`config.mk`:
```
export PLATFORM = sky130hd
export DESIGN_NAME = regfile_wb_scheduler
export DESIGN_NICKNAME = d
export VERILOG_FILES = /design/src/rtl/regfile_wb_scheduler_pkg.sv /design/src/rtl/regfile_wb_scheduler_rr_arbiter2.sv /design/src/rtl/regfile_wb_scheduler.sv
export SDC_FILE = /design/constraint.sdc
export NUM_CORES = 1
export LEC_CHECK = 0
export BUFFER_PORTS_ARGS = -buffer_cell sky130_fd_sc_hd__buf_4
export CORE_AREA = 2 2 111 124
export DETAILED_ROUTE_END_ITERATION = 8
export DIE_AREA = 0 0 113 126
export GPL_TIMING_DRIVEN = 0
export PLACE_DENSITY = 0.77
export SYNTH_ARGS = -nofsm -noshare
export SYNTH_HDL_FRONTEND = slang
export SYNTH_SLANG_ARGS = --single-unit
```
`constraint.sdc`:
```
create_clock -name clk -period 10.2 [get_ports clk]
set_input_delay 0.51 -clock clk [delete_from_list [all_inputs] [get_ports clk]]
set_output_delay 0.51 -clock clk [all_outputs]
set_load 0.02 [all_outputs]
```
`src/rtl/regfile_wb_scheduler_pkg.sv`:
```
// Shared constants and types for the register-file write-back scheduler.
// Widths match the register file (32 x 32-bit, 5-bit index) and the
// scoreboard counter width; grant encodings are used by rr_arbiter2.
package regfile_wb_scheduler_pkg;

  localparam int WORD_LEN      = 32;
  localparam int REG_IDX_WIDTH = 5;
  localparam int REG_COUNT     = 32;
  localparam int PEND_W        = 2;

  typedef enum logic {
    GRANT_A = 1'b0,
    GRANT_B = 1'b1
  } grant_e;

  // A pending counter at all-ones cannot take another outstanding write.
  function automatic logic pend_full(input logic [PEND_W-1:0] cnt);
    return &cnt;
  endfunction

endpackage

```
`src/rtl/regfile_wb_scheduler_rr_arbiter2.sv`:
```
// Two-requester round-robin arbiter; owns the last_grant flop.
// Latency: grants are combinational from req_* and last_grant (0 cycles).
// Backpressure: the losing requester sees no grant and must hold its request.
// Ports: clk, rst (async, active-high), req_a/req_b in, gnt_a/gnt_b out.
module rr_arbiter2
  import regfile_wb_scheduler_pkg::*;
(
  input  logic clk,
  input  logic rst,
  input  logic req_a,
  input  logic req_b,
  output logic gnt_a,
  output logic gnt_b
);

  grant_e last_grant_q;
  grant_e last_grant_d;

  always_ff @(posedge clk or posedge rst) begin
    if (rst) begin
      // Starting at B means A wins the first tie.
      last_grant_q <= GRANT_B;
    end else begin
      last_grant_q <= last_grant_d;
    end
  end

  always_comb begin
    gnt_a        = req_a && (!req_b || (last_grant_q == GRANT_B));
    gnt_b        = req_b && !gnt_a;
    last_grant_d = last_grant_q;
    if (gnt_a) begin
      last_grant_d = GRANT_A;
    end else if (gnt_b) begin
      last_grant_d = GRANT_B;
    end
  end

endmodule

```
`src/rtl/regfile_wb_scheduler.sv`:
```
// Write-back scheduler: arbitrates ALU (A) and load/multi-cycle (B) results
// onto the single register-file write port and tracks pending writes.
// Latency: accepted result appears on writeEnable/Addr/Data one cycle later.
// Backpressure: a_ready/b_ready low for the loser; iss_ready low when the
//   destination's pending counter is full.
// Ports: clk, rst; issue scoreboard (iss_valid/iss_rd/iss_ready, rs1/rs2,
//   busy1/busy2); producers a_*/b_* (valid/rd/data/ready); write port
//   writeEnable/writeAddr/writeData.
module regfile_wb_scheduler
  import regfile_wb_scheduler_pkg::*;
(
  input  logic                     clk,
  input  logic                     rst,
  input  logic                     iss_valid,
  input  logic [REG_IDX_WIDTH-1:0] iss_rd,
  output logic                     iss_ready,
  input  logic [REG_IDX_WIDTH-1:0] rs1,
  input  logic [REG_IDX_WIDTH-1:0] rs2,
  output logic                     busy1,
  output logic                     busy2,
  input  logic                     a_valid,
  input  logic [REG_IDX_WIDTH-1:0] a_rd,
  input  logic [WORD_LEN-1:0]      a_data,
  output logic                     a_ready,
  input  logic                     b_valid,
  input  logic [REG_IDX_WIDTH-1:0] b_rd,
  input  logic [WORD_LEN-1:0]      b_data,
  output logic                     b_ready,
  output logic                     writeEnable,
  output logic [REG_IDX_WIDTH-1:0] writeAddr,
  output logic [WORD_LEN-1:0]      writeData
);

  logic                     gnt_a;
  logic                     gnt_b;
  logic                     grant_vld;
  logic [REG_IDX_WIDTH-1:0] grant_rd;
  logic [WORD_LEN-1:0]      grant_dat;
  logic                     iss_fire;

  logic                     write_en_q, write_en_d;
  logic [REG_IDX_WIDTH-1:0] write_addr_q, write_addr_d;
  logic [WORD_LEN-1:0]      write_data_q, write_data_d;

  logic [PEND_W-1:0]        cnt_q [REG_COUNT];
  logic [PEND_W-1:0]        cnt_d [REG_COUNT];

  // Requests are masked during reset so nothing is accepted (and then lost)
  // while the write stage is being cleared.
  rr_arbiter2 u_arb (
    .clk   (clk),
    .rst   (rst),
    .req_a (a_valid && !rst),
    .req_b (b_valid && !rst),
    .gnt_a (gnt_a),
    .gnt_b (gnt_b)
  );

  always_comb begin
    a_ready   = gnt_a;
    b_ready   = gnt_b;
    grant_vld = gnt_a || gnt_b;
    grant_rd  = gnt_a ? a_rd   : b_rd;
    grant_dat = gnt_a ? a_data : b_data;
  end

  // Write stage: address/data hold when idle; x0 writes are suppressed.
  always_comb begin
    write_en_d   = grant_vld && (grant_rd != '0);
    write_addr_d = grant_vld ? grant_rd  : write_addr_q;
    write_data_d = grant_vld ? grant_dat : write_data_q;
  end

  always_comb begin
    iss_ready = (iss_rd == '0) || !pend_full(cnt_q[iss_rd]);
    iss_fire  = iss_valid && iss_ready;
    busy1     = (rs1 != '0) && (cnt_q[rs1] != '0);
    busy2     = (rs2 != '0) && (cnt_q[rs2] != '0);
  end

  // Scoreboard next state. x0 has no counter. A simultaneous issue and grant
  // to the same register cancel. A grant on an empty counter is a protocol
  // error and is clamped at zero instead of wrapping.
  always_comb begin
    cnt_d    = cnt_q;
    cnt_d[0] = '0;
    for (int r = 1; r < REG_COUNT; r++) begin
      if (iss_fire && (iss_rd == REG_IDX_WIDTH'(r)) &&
          !(grant_vld && (grant_rd == REG_IDX_WIDTH'(r)))) begin
        cnt_d[r] = cnt_q[r] + 1'b1;
      end else if (grant_vld && (grant_rd == REG_IDX_WIDTH'(r)) &&
                   !(iss_fire && (iss_rd == REG_IDX_WIDTH'(r))) &&
                   (cnt_q[r] != '0)) begin
        cnt_d[r] = cnt_q[r] - 1'b1;
      end
    end
  end

  always_ff @(posedge clk or posedge rst) begin
    if (rst) begin
      write_en_q   <= 1'b0;
      write_addr_q <= '0;
      write_data_q <= '0;
      for (int r = 0; r < REG_COUNT; r++) begin
        cnt_q[r] <= '0;
      end
    end else begin
      write_en_q   <= write_en_d;
      write_addr_q <= write_addr_d;
      write_data_q <= write_data_d;
      for (int r = 0; r < REG_COUNT; r++) begin
        cnt_q[r] <= cnt_d[r];
      end
    end
  end

  always_comb begin
    writeEnable = write_en_q;
    writeAddr   = write_addr_q;
    writeData   = write_data_q;
  end

endmodule

```
==> out/results.tsv <==
metric	value	unit
core	12990	um2
wl	19640	um
seq_area	2529	um2
ioPinCount	137	
ys_seq_area_frac	0.3663	
port_buffers	133	
status	complete, but fails checks	
viasPerCell	5.980	
drt_first_iter_violations	519	
clock-skew-final	6.056	ps
avgSynthCellArea	9.083	um2
cp_top_family	buffers and inverters	
cts-resized-gates	0	
irDropWorstVdd	0.08547	mV
worst-path-stages	8	
cts-root-buf	clkbuf_16	
grt_overflow	0	
cp.required	9690	ps
hpwl	14950	um
relSlewSlack	0.2415	
fillCellCount	1117	
critPathSlowestCell	mux4_1	
rsz0062_at_grt	no	
path_class	reg2out	
start_util	0.5313	
synth-edff-count	0	
r2r-end	cnt_q[5]$_DFFE_PP0P_	
antenna_cells	0	
setup.worst_path.end_class	output pin	
die_area	14240	um2
fmax	0.3128	GHz
hold_path.class	in2async	
first_pass_iters	7	
multi_input_area	4059	um2
antenna_found_initial	0	
vias	6405	
yosysWarnings	0	
yosys-top-cells-area	dfrtp_1 36%, mux2i_1 8.0%, o21ai_0 5.0%, mux4_2 4.9%, nor2_1 4.4%	
ctsHtreeMaxLevel	3	
post_cts_buffers	0	
critPathMostFrequentCell	buf_2	
max_cap_viol_count	0	
netlist_area	6903	um2
clock-sinks	101	
syn-num-nets	854	
path_buf_inv	3	
rrSetupSlack	7200	ps
insertion_delay	360	ps
syn_to_final_growth	22.39	%
gp_congestion	0.9765	
grt.total_usage	0.2833	
violations	design-rule violations	
worstPathArrival	2690	ps
nNetsFinal	999	
r2r_start	u_arb.last_grant_q$_DFFE_PP1P_	
avgRoutedWirePerCell	18.33	um
die_h	126	um
fin_tns_setup	0	ps
crit_fanout	10	
r2r_cells	8	
p_leak	4.119	nW
clk_pin_slew_worst_paths	70	ps
grt_max_degree	62	
clockBufferDepth	2	
final_layout_size_suffix_gt1_frac	0.2165	
cts_made_buffers	9	
drv_slew	0	
num_rows	44	
synth-main-ff-cell	dfrtp_1	
synth_seq_cells	101	
grt_pass1_wl	31900	um
async_flop_share	1.000	
hold_violations	0	
synth.top_cell.area_share	0.3625	
critPathMaxStageDelay	540	ps
die_x	113	um
synth_cell_types	58	
antenna_left	0	
cts_tree	built	
remaining_drc_errors	4	
fin_crit	3197	ps
path_cells	mux4_1 > a22oi_1 > nand3_1 > o21ai_1 > buf_2 > buf_2 > and2_1 > buf_4	
postCtsHoldBufs	0	
holdWs	227.0	ps
syn_inst	760	
fin_crit_sh	0.3134	
yosys.area.top_type	dfrtp_1	
grt_pass1_vias	6241	
setup_viol	0	
worstMarginPinSlew	1106	ps
power_density	154.1	nW/um2
start_kind	register	
==> per-stage QoR <==
step | instance area (um2) | util | power [mW] | setup slack, ps | std cells
2_1_floorplan | 6903 | - | 0.7811 | 5673 | 760
3_3_place_gp | 8103 | 0.6237 | 0.9269 | 3760 | 1054
3_5_place_dp | 8133 | 0.6260 | 0.9354 | 6745 | 1055
4_1_cts | 8448 | 0.6502 | 1.304 | 7062 | 1071
5_1_grt | 8448 | 0.6502 | 1.374 | 6861 | 1071
6_report | 8448 | 0.6502 | 1.302 | 7003 | 1071
==> worst max path at each step <==
stage,to,slack (ps),from
global route,cnt_q[1]$_DFFE_PP0P_,6860,rst
finish,iss_ready,7000,cnt_q[31]$_DFFE_PP0P_
detailed placement,cnt_q[5]$_DFFE_PP0P_,6750,rst
CTS,iss_ready,7060,cnt_q[31]$_DFFE_PP0P_
floorplan,cnt_q[5]$_DFFE_PP0P_,5670,rst
global placement,cnt_q[5]$_DFFE_PP0P_,3760,rst
==> cells by family after synthesis <==
| logic type | Yosys count | share of synthesized area |
|---|---|---|
| DFF | 101 | 0.3663 |
| AOI/OAI and AO/OA | 233 | 0.2349 |
| xor gates and xnor gates | 19 | 0.02411 |
| buffers and inverters | 71 | 0.04568 |
| muxes | 81 | 0.1510 |
| and+or+nand+nor | 255 | 0.1780 |
==> cell type report <==
type / instances / area share
multi-input combinational: 588 / 0.4805
sequential: 101 / 0.2993
timing repair buffer: 134 / 0.1214
buffer: 51 / 0.02844
clock buffer: 9 / 0.02666
tap: 161 / 0.02384
clock inverter: 7 / 0.01066
inverter: 20 / 0.009182
==> cell usage in the layout (no fill, tap or decap), drive strengths merged, types with 13 or more instances in the layout <==
master / netlist / layout
a211oi: 32 / 32
a21boi: 16 / 16
a21oi: 26 / 26
a22oi: 18 / 18
and3: 28 / 28
buf: 22 / 156
clkbuf: 29 / 38
dfrtp: 100 / 100
inv: 20 / 23
mux2i: 55 / 55
mux4: 17 / 17
nand2: 56 / 56
nand3: 38 / 38
nor2: 81 / 81
nor2b: 13 / 13
o21a: 13 / 13
o21ai: 70 / 70
o22a: 21 / 21
xnor2: 19 / 19
==> where the power goes <==
group	switching (mW)	internal (mW)	leakage [nW]
logic	0.193	0.183	2.74
clock network	0.171	0.197	0.156
registers	0.0889	0.469	1.22
==> sequential cells by signal, indices dropped and copies added (netlist names) <==
signal,count
writeAddr,5
writeEnable,1
u_arb.last_grant_q,1
cnt_q,62
writeData,32
==> layer usage <==
metal,vias to the layer above,wire [um],GRT usage
met1,3005,8182,0.3827
met4,0,376,0.07389
met5,-,0,0
li1,3081,-,-
met2,290,9185,0.4576
met3,29,1892,0.07218
==> cells in the mapped netlist (2+ instances only) <==
cell       count
a21oi_1       26
a311oi_1       2
mux2i_1       55
nand2_1       54
buf_6          5
a22oi_2        2
o211a_1        6
mux2_2         8
nor3_1         9
nand3_2        2
mux4_2        15
nand2_2        2
xnor2_1       19
nand4_1        9
o22a_1        21
o21a_1        13
nor2_1        81
a211oi_1      32
nand3_1       35
o21ai_0       69
and3_1        28
a22oi_1       16
a21o_1         2
a21boi_0      15
and2_1         3
a32oi_1        2
a2bb2oi_1      2
o2bb2ai_1      2
nor3b_1        3
clkbuf_1      29
buf_2          6
o21ba_1       10
mux4_1         2
nor2b_1       13
nand2b_1      11
buf_1         10
inv_1         20
dfrtp_1      100
a22o_1         2
==> worst register-to-register path, stage by stage, from the launching register on <==
cell      delay, ps
dfstp_2         540
nand2b_1        140
nand3_1         140
buf_2           270
mux2i_1         860
nand2_1         260
a211oi_1        410
nor2b_1          90
o22a_1          180
Note: power is estimated with default switching activity, not from simulation.
